## config.mk

```make
export PLATFORM = sky130hd
export DESIGN_NAME = ram_port_arbiter
export DESIGN_NICKNAME = d
export VERILOG_FILES = /design/src/rtl/ram_port_arbiter.sv
export SDC_FILE = /design/constraint.sdc
export NUM_CORES = 1
export LEC_CHECK = 0
export ABC_AREA = 1
export BUFFER_PORTS_ARGS = -buffer_cell sky130_fd_sc_hd__buf_2
export CELL_PAD_IN_SITES_DETAIL_PLACEMENT = 1
export CELL_PAD_IN_SITES_GLOBAL_PLACEMENT = 2
export CORE_MARGIN = 3
export CORE_UTILIZATION = 26
export DETAILED_ROUTE_END_ITERATION = 8
export HOLD_SLACK_MARGIN = 0.02
export PLACE_DENSITY = 0.91
export REMOVE_ABC_BUFFERS = 1
export SLEW_MARGIN = 10
export SYNTH_ARGS = -nofsm -noshare
export SYNTH_HDL_FRONTEND = slang
export SYNTH_SLANG_ARGS = --single-unit
```

## constraint.sdc

```tcl
create_clock -name clk -period 2.95 [get_ports clk]
set_clock_uncertainty 0.2 [all_clocks]
set_input_delay 0.59 -clock clk [delete_from_list [all_inputs] [get_ports clk]]
set_output_delay 0.59 -clock clk [all_outputs]
set_load 0.005 [all_outputs]
```

## src/rtl/ram_port_arbiter.sv

```systemverilog
// Round-robin arbiter sharing one RAM port among NUM_REQ requesters, with burst lock.
// Define RAM_ARB_STATS_EN to add per-requester saturating grant counters (stat_gnt_cnt, stat_clr).
module ram_port_arbiter #(
    parameter int DATA_WIDTH = 8,
    parameter int ADDR_WIDTH = 4,
    parameter int NUM_REQ    = 4,
    parameter int ID_WIDTH   = 2,
    parameter int BURST_LEN  = 4
) (
    input  logic                          clk,
    input  logic                          rst,
    input  logic [NUM_REQ-1:0]            req,
    input  logic [NUM_REQ-1:0]            req_we,
    input  logic [NUM_REQ*ADDR_WIDTH-1:0] req_addr,
    input  logic [NUM_REQ*DATA_WIDTH-1:0] req_din,
    output logic [NUM_REQ-1:0]            gnt,
    input  logic                          hold,
    output logic                          rvalid,
    output logic [ID_WIDTH-1:0]           rid,
    output logic [DATA_WIDTH-1:0]         rdata,
    output logic                          busy,
    output logic                          ram_en,
    output logic                          ram_we,
    output logic [ADDR_WIDTH-1:0]         ram_addr,
    output logic [DATA_WIDTH-1:0]         ram_din,
    input  logic [DATA_WIDTH-1:0]         ram_dout
`ifdef RAM_ARB_STATS_EN
    ,
    input  logic                          stat_clr,
    output logic [NUM_REQ*16-1:0]         stat_gnt_cnt
`endif
);

    typedef enum logic {IDLE, LOCK} state_t;

    state_t                state_reg, state_next;
    logic [ID_WIDTH-1:0]   rr_reg, rr_next;
    logic [ID_WIDTH-1:0]   owner_reg, owner_next;
    logic [7:0]            count_reg, count_next;
    logic [ID_WIDTH-1:0]   winner, winner_inc, owner_inc, xfer_id;
    logic [NUM_REQ-1:0]    req_rot;
    logic                  found, xfer;
    logic [ID_WIDTH-1:0]   cmd_id_reg, rd_id_reg;
    logic                  rd_pend_reg;
    logic [ADDR_WIDTH-1:0] addr_arr [NUM_REQ];
    logic [DATA_WIDTH-1:0] din_arr  [NUM_REQ];

    generate
        for (genvar gi = 0; gi < NUM_REQ; gi++) begin : g_unpack
            assign addr_arr[gi] = req_addr[gi*ADDR_WIDTH +: ADDR_WIDTH];
            assign din_arr[gi]  = req_din[gi*DATA_WIDTH +: DATA_WIDTH];
        end
    endgenerate

    // Rotate so bit 0 is the requester at the rr pointer; first set bit wins.
    assign req_rot = NUM_REQ'({req, req} >> rr_reg);

    always_comb begin
        int sum;
        found  = 1'b0;
        winner = '0;
        sum    = 0;
        for (int k = 0; k < NUM_REQ; k++) begin
            if (!found && req_rot[k]) begin
                found  = 1'b1;
                sum    = int'(rr_reg) + k;
                if (sum >= NUM_REQ) sum = sum - NUM_REQ;
                winner = ID_WIDTH'(sum);
            end
        end
    end

    assign winner_inc = (winner == ID_WIDTH'(NUM_REQ - 1)) ? '0 : winner + 1'b1;
    assign owner_inc  = (owner_reg == ID_WIDTH'(NUM_REQ - 1)) ? '0 : owner_reg + 1'b1;
    assign xfer_id    = (state_reg == LOCK) ? owner_reg : winner;
    assign xfer       = |gnt;

    always_comb begin
        gnt        = '0;
        state_next = state_reg;
        rr_next    = rr_reg;
        owner_next = owner_reg;
        count_next = count_reg;
        case (state_reg)
            IDLE: begin
                if (found && !hold) begin
                    gnt[winner] = 1'b1;
                    owner_next  = winner;
                    count_next  = 8'd1;
                    if (BURST_LEN > 1) state_next = LOCK;
                    else               rr_next    = winner_inc;
                end
            end
            LOCK: begin
                if (req[owner_reg] && !hold) begin
                    gnt[owner_reg] = 1'b1;
                    count_next     = count_reg + 8'd1;
                    if (count_reg == 8'(BURST_LEN - 1)) begin
                        rr_next    = owner_inc;
                        state_next = IDLE;
                    end
                end else begin
                    // Owner released or hold: give up the lock with no grant this cycle.
                    rr_next    = owner_inc;
                    state_next = IDLE;
                end
            end
            default: state_next = IDLE;
        endcase
        if (rst) gnt = '0;
    end

    always_ff @(posedge clk or posedge rst) begin
        if (rst) begin
            state_reg   <= IDLE;
            rr_reg      <= '0;
            owner_reg   <= '0;
            count_reg   <= '0;
            ram_en      <= 1'b0;
            ram_we      <= 1'b0;
            ram_addr    <= '0;
            ram_din     <= '0;
            cmd_id_reg  <= '0;
            rd_pend_reg <= 1'b0;
            rd_id_reg   <= '0;
            rvalid      <= 1'b0;
            rid         <= '0;
            rdata       <= '0;
        end else begin
            state_reg <= state_next;
            rr_reg    <= rr_next;
            owner_reg <= owner_next;
            count_reg <= count_next;
            if (xfer) begin
                ram_en     <= 1'b1;
                ram_we     <= req_we[xfer_id];
                ram_addr   <= addr_arr[xfer_id];
                ram_din    <= din_arr[xfer_id];
                cmd_id_reg <= xfer_id;
            end else begin
                ram_en <= 1'b0;
                ram_we <= 1'b0;
            end
            // RAM read data is valid the cycle after the command; capture it then.
            rd_pend_reg <= ram_en & ~ram_we;
            rd_id_reg   <= cmd_id_reg;
            rvalid      <= rd_pend_reg;
            if (rd_pend_reg) begin
                rid   <= rd_id_reg;
                rdata <= ram_dout;
            end
        end
    end

    assign busy = ram_en | rd_pend_reg;

`ifdef RAM_ARB_STATS_EN
    generate
        for (genvar gi = 0; gi < NUM_REQ; gi++) begin : g_stat
            logic [15:0] cnt_reg;
            always_ff @(posedge clk or posedge rst) begin
                if (rst)                                    cnt_reg <= '0;
                else if (stat_clr)                          cnt_reg <= '0;
                else if (gnt[gi] && cnt_reg != 16'hFFFF)    cnt_reg <= cnt_reg + 16'd1;
            end
            assign stat_gnt_cnt[gi*16 +: 16] = cnt_reg;
        end
    endgenerate
`endif

endmodule

```

# [Yosys cells after proc, flatten, opt, wreduce, memory -nomap -nowiden]
# Cells that the tools add are included.
[totals] reg_bits=43 wordCells=103 output_inout_bits=30
[op_classes] n_bitwise=5 n_reduce_logical=15 shift=1 add_sub_neg=9 mux=44 eq_ne=5 n_lt_le_gt_ge=10
[ops] op="$mux W8" count=4
[ops] op="$mux W2" count=13
[ops] op="$mux W4" count=5
[ops] op="$bmux W8 S2" count=1
[ops] op="$pmux W8 S2" count=1
[ops] op="$mux W1" count=13
[ops] op="$ge A3 B3 Y1 const B" count=4
[ops] op="$lt A2 B3 Y1 const B" count=3
[ops] op="$add A8 B1 Y8 const B" count=1
[ops] op="$bmux W4 S2" count=1
[ops] op="$eq A8 B2 Y1 const B" count=1
[ops] op="$pmux W4 S2" count=1
[ops] op="$shr A8 B2 Y4" count=1
[ops] op="$sub A2 B1 Y2 const B" count=4
[ops] op="$logic_and A1 B1 Y1" count=7
[ops] op="$add A2 B2 Y3 const B" count=2
[ops] op="$reduce_and A2 Y1" count=3
[ops] op="$bmux W1 S2" count=2
[ops] op="$demux W1 S2" count=2
[ops] op="$ge A2 B1 Y1 const B" count=2
[ops] op="$logic_not A1 Y1" count=4
[ops] op="$reduce_or A4 Y1" count=1
[ops] op="$add A2 B1 Y3 const B" count=1
[ops] op="$ge A2 B3 Y1 const B" count=1
[ops] op="other kinds (10)" count=11

# [Longest topological paths before layout]
[logic_depth] ltp_word=20 ltp_mapped=20 mapped_depth_nobuf=18

# [Worst setup path after synthesis]
# No wires, ideal clock.
[synth_path] path_kind="in2out" from="input rst" to="output gnt[1]" t_arrival_ns=1.864 slack_ns=0.296 path_stages=3 required_time_ns=2.160 n_path_buf=0 cell_sequence="inv_1 nand2_1 inv_1"
[synth_between] elab_chain_len=1
[synth_lines] element="start, declared" line_no="11" text="input logic rst,"
[synth_lines] element="$mux W4" line_no="110" text="if (rst) gnt = '0;"
[synth_lines] element="end, declared" line_no="16" text="output logic [NUM_REQ-1:0] gnt,"
# Every way passes these cells.

# [Worst setup path after layout]
[layout_path] from="register rr_reg[0]" to="output gnt[0]"
[layout_between] elab_chain_len=18 elab_cells_between_ends=39
[layout_lines] element="start, declared" line_no="37" text="logic [ID_WIDTH-1:0] rr_reg, rr_next;"
[layout_lines] element="start signal, assigned" line_no="131" text="rr_reg <= rr_next;"
[layout_lines] element="branches (longest 15 deep; another with $add A2 B1 Y3)"
[layout_lines] element="$mux W4 *" line_no="86" text="if (found && !hold) begin"
[layout_lines] element="$pmux W4 S2 *" line_no="84" text="case (state_reg)"
[layout_lines] element="$mux W4 *" line_no="110"
# Every way passes the cells marked *.

==> flow_summary.yaml <==
placement:
  postPlaceCellArea_um2: 3300
  hpwl_um: 6100
  place_ws_ns: 0.225
  gp_congestion: 0.799
  io_buffers: 96
  dp.cells: 604
timing:
  min_period_ns: 2.81
  worst_pin_slew_ns: 0.548
  setup_ws_ns: 0.140
  setup_violations: 0
  finalCritPeriodShare_pct: 95.3
  hold_violations: 0
  finalMaxSlewViolations: 0
  slew-limit-headroom_pct: 63.5
  fmax_mhz: 356
synthesis:
  yosys_warnings: 0
  synth_cells: 381
  ys_ff_latch: 43
  synthTopCellsByArea: "dfrtp_1 (40%), nand2_1 (28%), mux2_2 (4.2%), inv_1 (3.8%), ha_1 (2.3%)"
  synth_area_um2: 2690
  syn_avg_cell_area_um2: 7.07
  seq_area_frac_synth_pct: 39.9
  ys_types: 34
  synth_top_area_cell: "dfrtp_1"
  synth_top_area_share_pct: 39.9
critical_path:
  cp-end-kind: "output pin"
  critPathSlowestCell: "dfrtp_2"
  cp_cell_sequence: "inv_4 > nand2_2 > nand2_2 > nand2_2 > nand2_4 > nor2_2 > nand2_1 > nand3_1 > nor2_4 > nand3_1 > nand2_1 > nand2_1 > inv_1 > buf_2"
  cp-startpoint: "rr_reg[0]"
  r2r_slack_ns: 0.57
  critPathMaxStageDelay_ns: 0.47
  cp.depth: 14
  cp-start-kind: "register"
  endpoint: "gnt[0]"
  critical_path_arrival_ns: 2.02
  cp_max_fo: 6
  r2r-end: "ram_din[6]"
  critPathBufInv: 3
  reg2reg_depth: 17
  critPathKind: "reg2out"
  crit_required_ns: 2.16
  r2r_start: "rr_reg[0]"
  crit_family: "simple AND/OR/NAND/NOR gates"
route:
  dr.pass1.iters: 4
  wl_per_cell_um: 12.5
  ant_nets: 0
  via_per_inst: 4.33
  drcViolationCount: 0
  drt-initial-drc-count: 72
  vias: 2679
  drt_wl_total_um: 7710
layout:
  final_layout_size_suffix_gt1_share_pct: 36.1
  final_util_pct: 35.8
  seqCellArea_um2: 1080
  fillers: 1320
  multi_input_area_um2: 1500
  area_delta_synth_final_pct: 31.6
  final_cells: 618
  n_antenna_cell: 0
  nNetsFinal: 556
  finalInstanceArea_um2: 3550
floorplan:
  die_area_um2: 11600
  die_y_um: 108
  initial_core_util_pct: 27.2
  core.rowCount: 36
  core_region_area_um2: 9910
  ios: 97
  die_x_um: 108
clocking:
  cts_tree: "built"
  cts_buffers: 5
  cts_max_path_buffers: 2
  htreeDepth: 2
  clock_sinks: 43
  cts_root_buf: "clkbuf_8"
  path_clk_slew_ns: 0.08
  insertion_delay_ns: 0.30
grt:
  grt_pass1_wl_um: 12800
  grt_max_degree: 44
  grt_usage_pct: 13.5
  antenna_found_initial: 0
  grt_pass1_vias: 2739
  overflow: 0
worst_hold_path:
  worst_hold_startpoint: "cmd_id_reg[0]"
  hold_class: "reg2reg"
power_and_ir_drop:
  power.density_nw_per_um2: 1130
  p_leak_nw: 2.03
  max-vdd-ir-drop_mv: 0.424
flow_run:
  cap_violations: 0
outcome:
  status: "complete, no violations"
## kinds of logic (layout without fill, tap and decap cells)
group                      after synthesis  in the layout  synth area share (%)
and+or+nand+nor                        252            252                  39.6
DFF                                     43             43                  39.9
buffers and inverters                   43            147                  7.48
AOI/OAI and AO/OA                       24             24                  5.16
muxes                                   10             10                  4.18
adders and majority gates                5              5                  2.32
xor gates and xnor gates                 4              4                  1.30
## cell usage after synthesis (all sizes together)
master  count
clkbuf      1
or2         1
nor2       18
xnor2       2
dfrtp      43
nand2     214
mux2       10
nand3      12
xor2        2
o21bai      1
buf         9
ha          5
nand4       4
o22ai       3
inv        33
nor3        1
o21ai      11
o211ai      1
a21oi       6
o32ai       1
nor4        1
nand3b      1
a21o        1
## worst register-to-register path: cells and delay by family, from the launching register on
kind / cells / cell delay (ns)
and+or+nand+nor: 14 / 1.25
buffers and inverters: 3 / 0.41
DFF: 1 / 0.47
## metal layers
| metal | up-vias | global-route usage [%] | share of wire [%] |
|---|---|---|---|
| met5 | - | 0 | 0 |
| met4 | 0 | 2.98 | 0.93 |
| met3 | 6 | 4.02 | 6.6 |
| met2 | 63 | 23.2 | 50 |
| met1 | 1230 | 16.7 | 42 |
| li1 | 1380 | - | - |
## stage by stage
stage               power, W  hold WS, ns  setup TNS (ns)
floorplan            0.00264        0.154               0
global placement     0.00335        0.164               0
detailed placement   0.00343        0.165               0
CTS                  0.00390        0.185               0
global route         0.00450        0.207          -0.103
finish               0.00402        0.186               0
## how the worst min path moves through the flow
stage / end / cells after the start / slack [ns]
2_1_floorplan: rd_id_reg[0] / 0 / 0.15
3_3_place_gp: rd_id_reg[1] / 0 / 0.16
3_5_place_dp: rd_id_reg[0] / 0 / 0.16
4_1_cts: rd_id_reg[0] / 0 / 0.18
5_1_grt: rd_id_reg[1] / 0 / 0.21
6_report: rd_id_reg[0] / 0 / 0.19
## power by group
| part | switching, W | total (W) | internal, W |
|---|---|---|---|
| sequential | 0.000180 | 0.00101 | 0.000834 |
| clock | 0.000209 | 0.000461 | 0.000252 |
| combinational | 0.00160 | 0.00254 | 0.000945 |
## placed cells by master, fill, tap and decap left out, types with 2 or more instances in the layout
cell type  netlist  layout
nand2_1        202     188
buf_2            4      96
dfrtp_1         43      40
inv_1           27      25
nand2_2          9      19
nor2_1          13      12
mux2_2          10      10
o21ai_0          9       9
buf_4            2       9
nand3_1         10       8
nand2_4          3       7
a21oi_1          6       6
inv_2            4       5
ha_1             5       5
clkbuf_8         0       5
nand4_1          4       4
nand3_2          2       4
nor2_4           3       4
inv_4            2       3
o22ai_1          3       3
dfrtp_2          0       3
nor2_2           2       2
xor2_1           2       2
## repair_timing
action	4_1_cts	5_1_grt
setup buffers	0	6
endpoints found under the setup margin	0	4
gates resized for setup	0	31
hold buffers	0	0
## layout make-up
| class | count | share of cell area, % |
|---|---|---|
| Timing Repair Buffer | 106 | 15.8 |
| Clock buffer | 5 | 1.94 |
| Multi-Input combinational cell | 295 | 42.2 |
| Inverter | 33 | 3.71 |
| Sequential cell | 43 | 30.5 |
| Tap cell | 133 | 4.69 |
| Clock inverter | 3 | 1.24 |
Note: power is estimated with default switching activity, not from simulation.
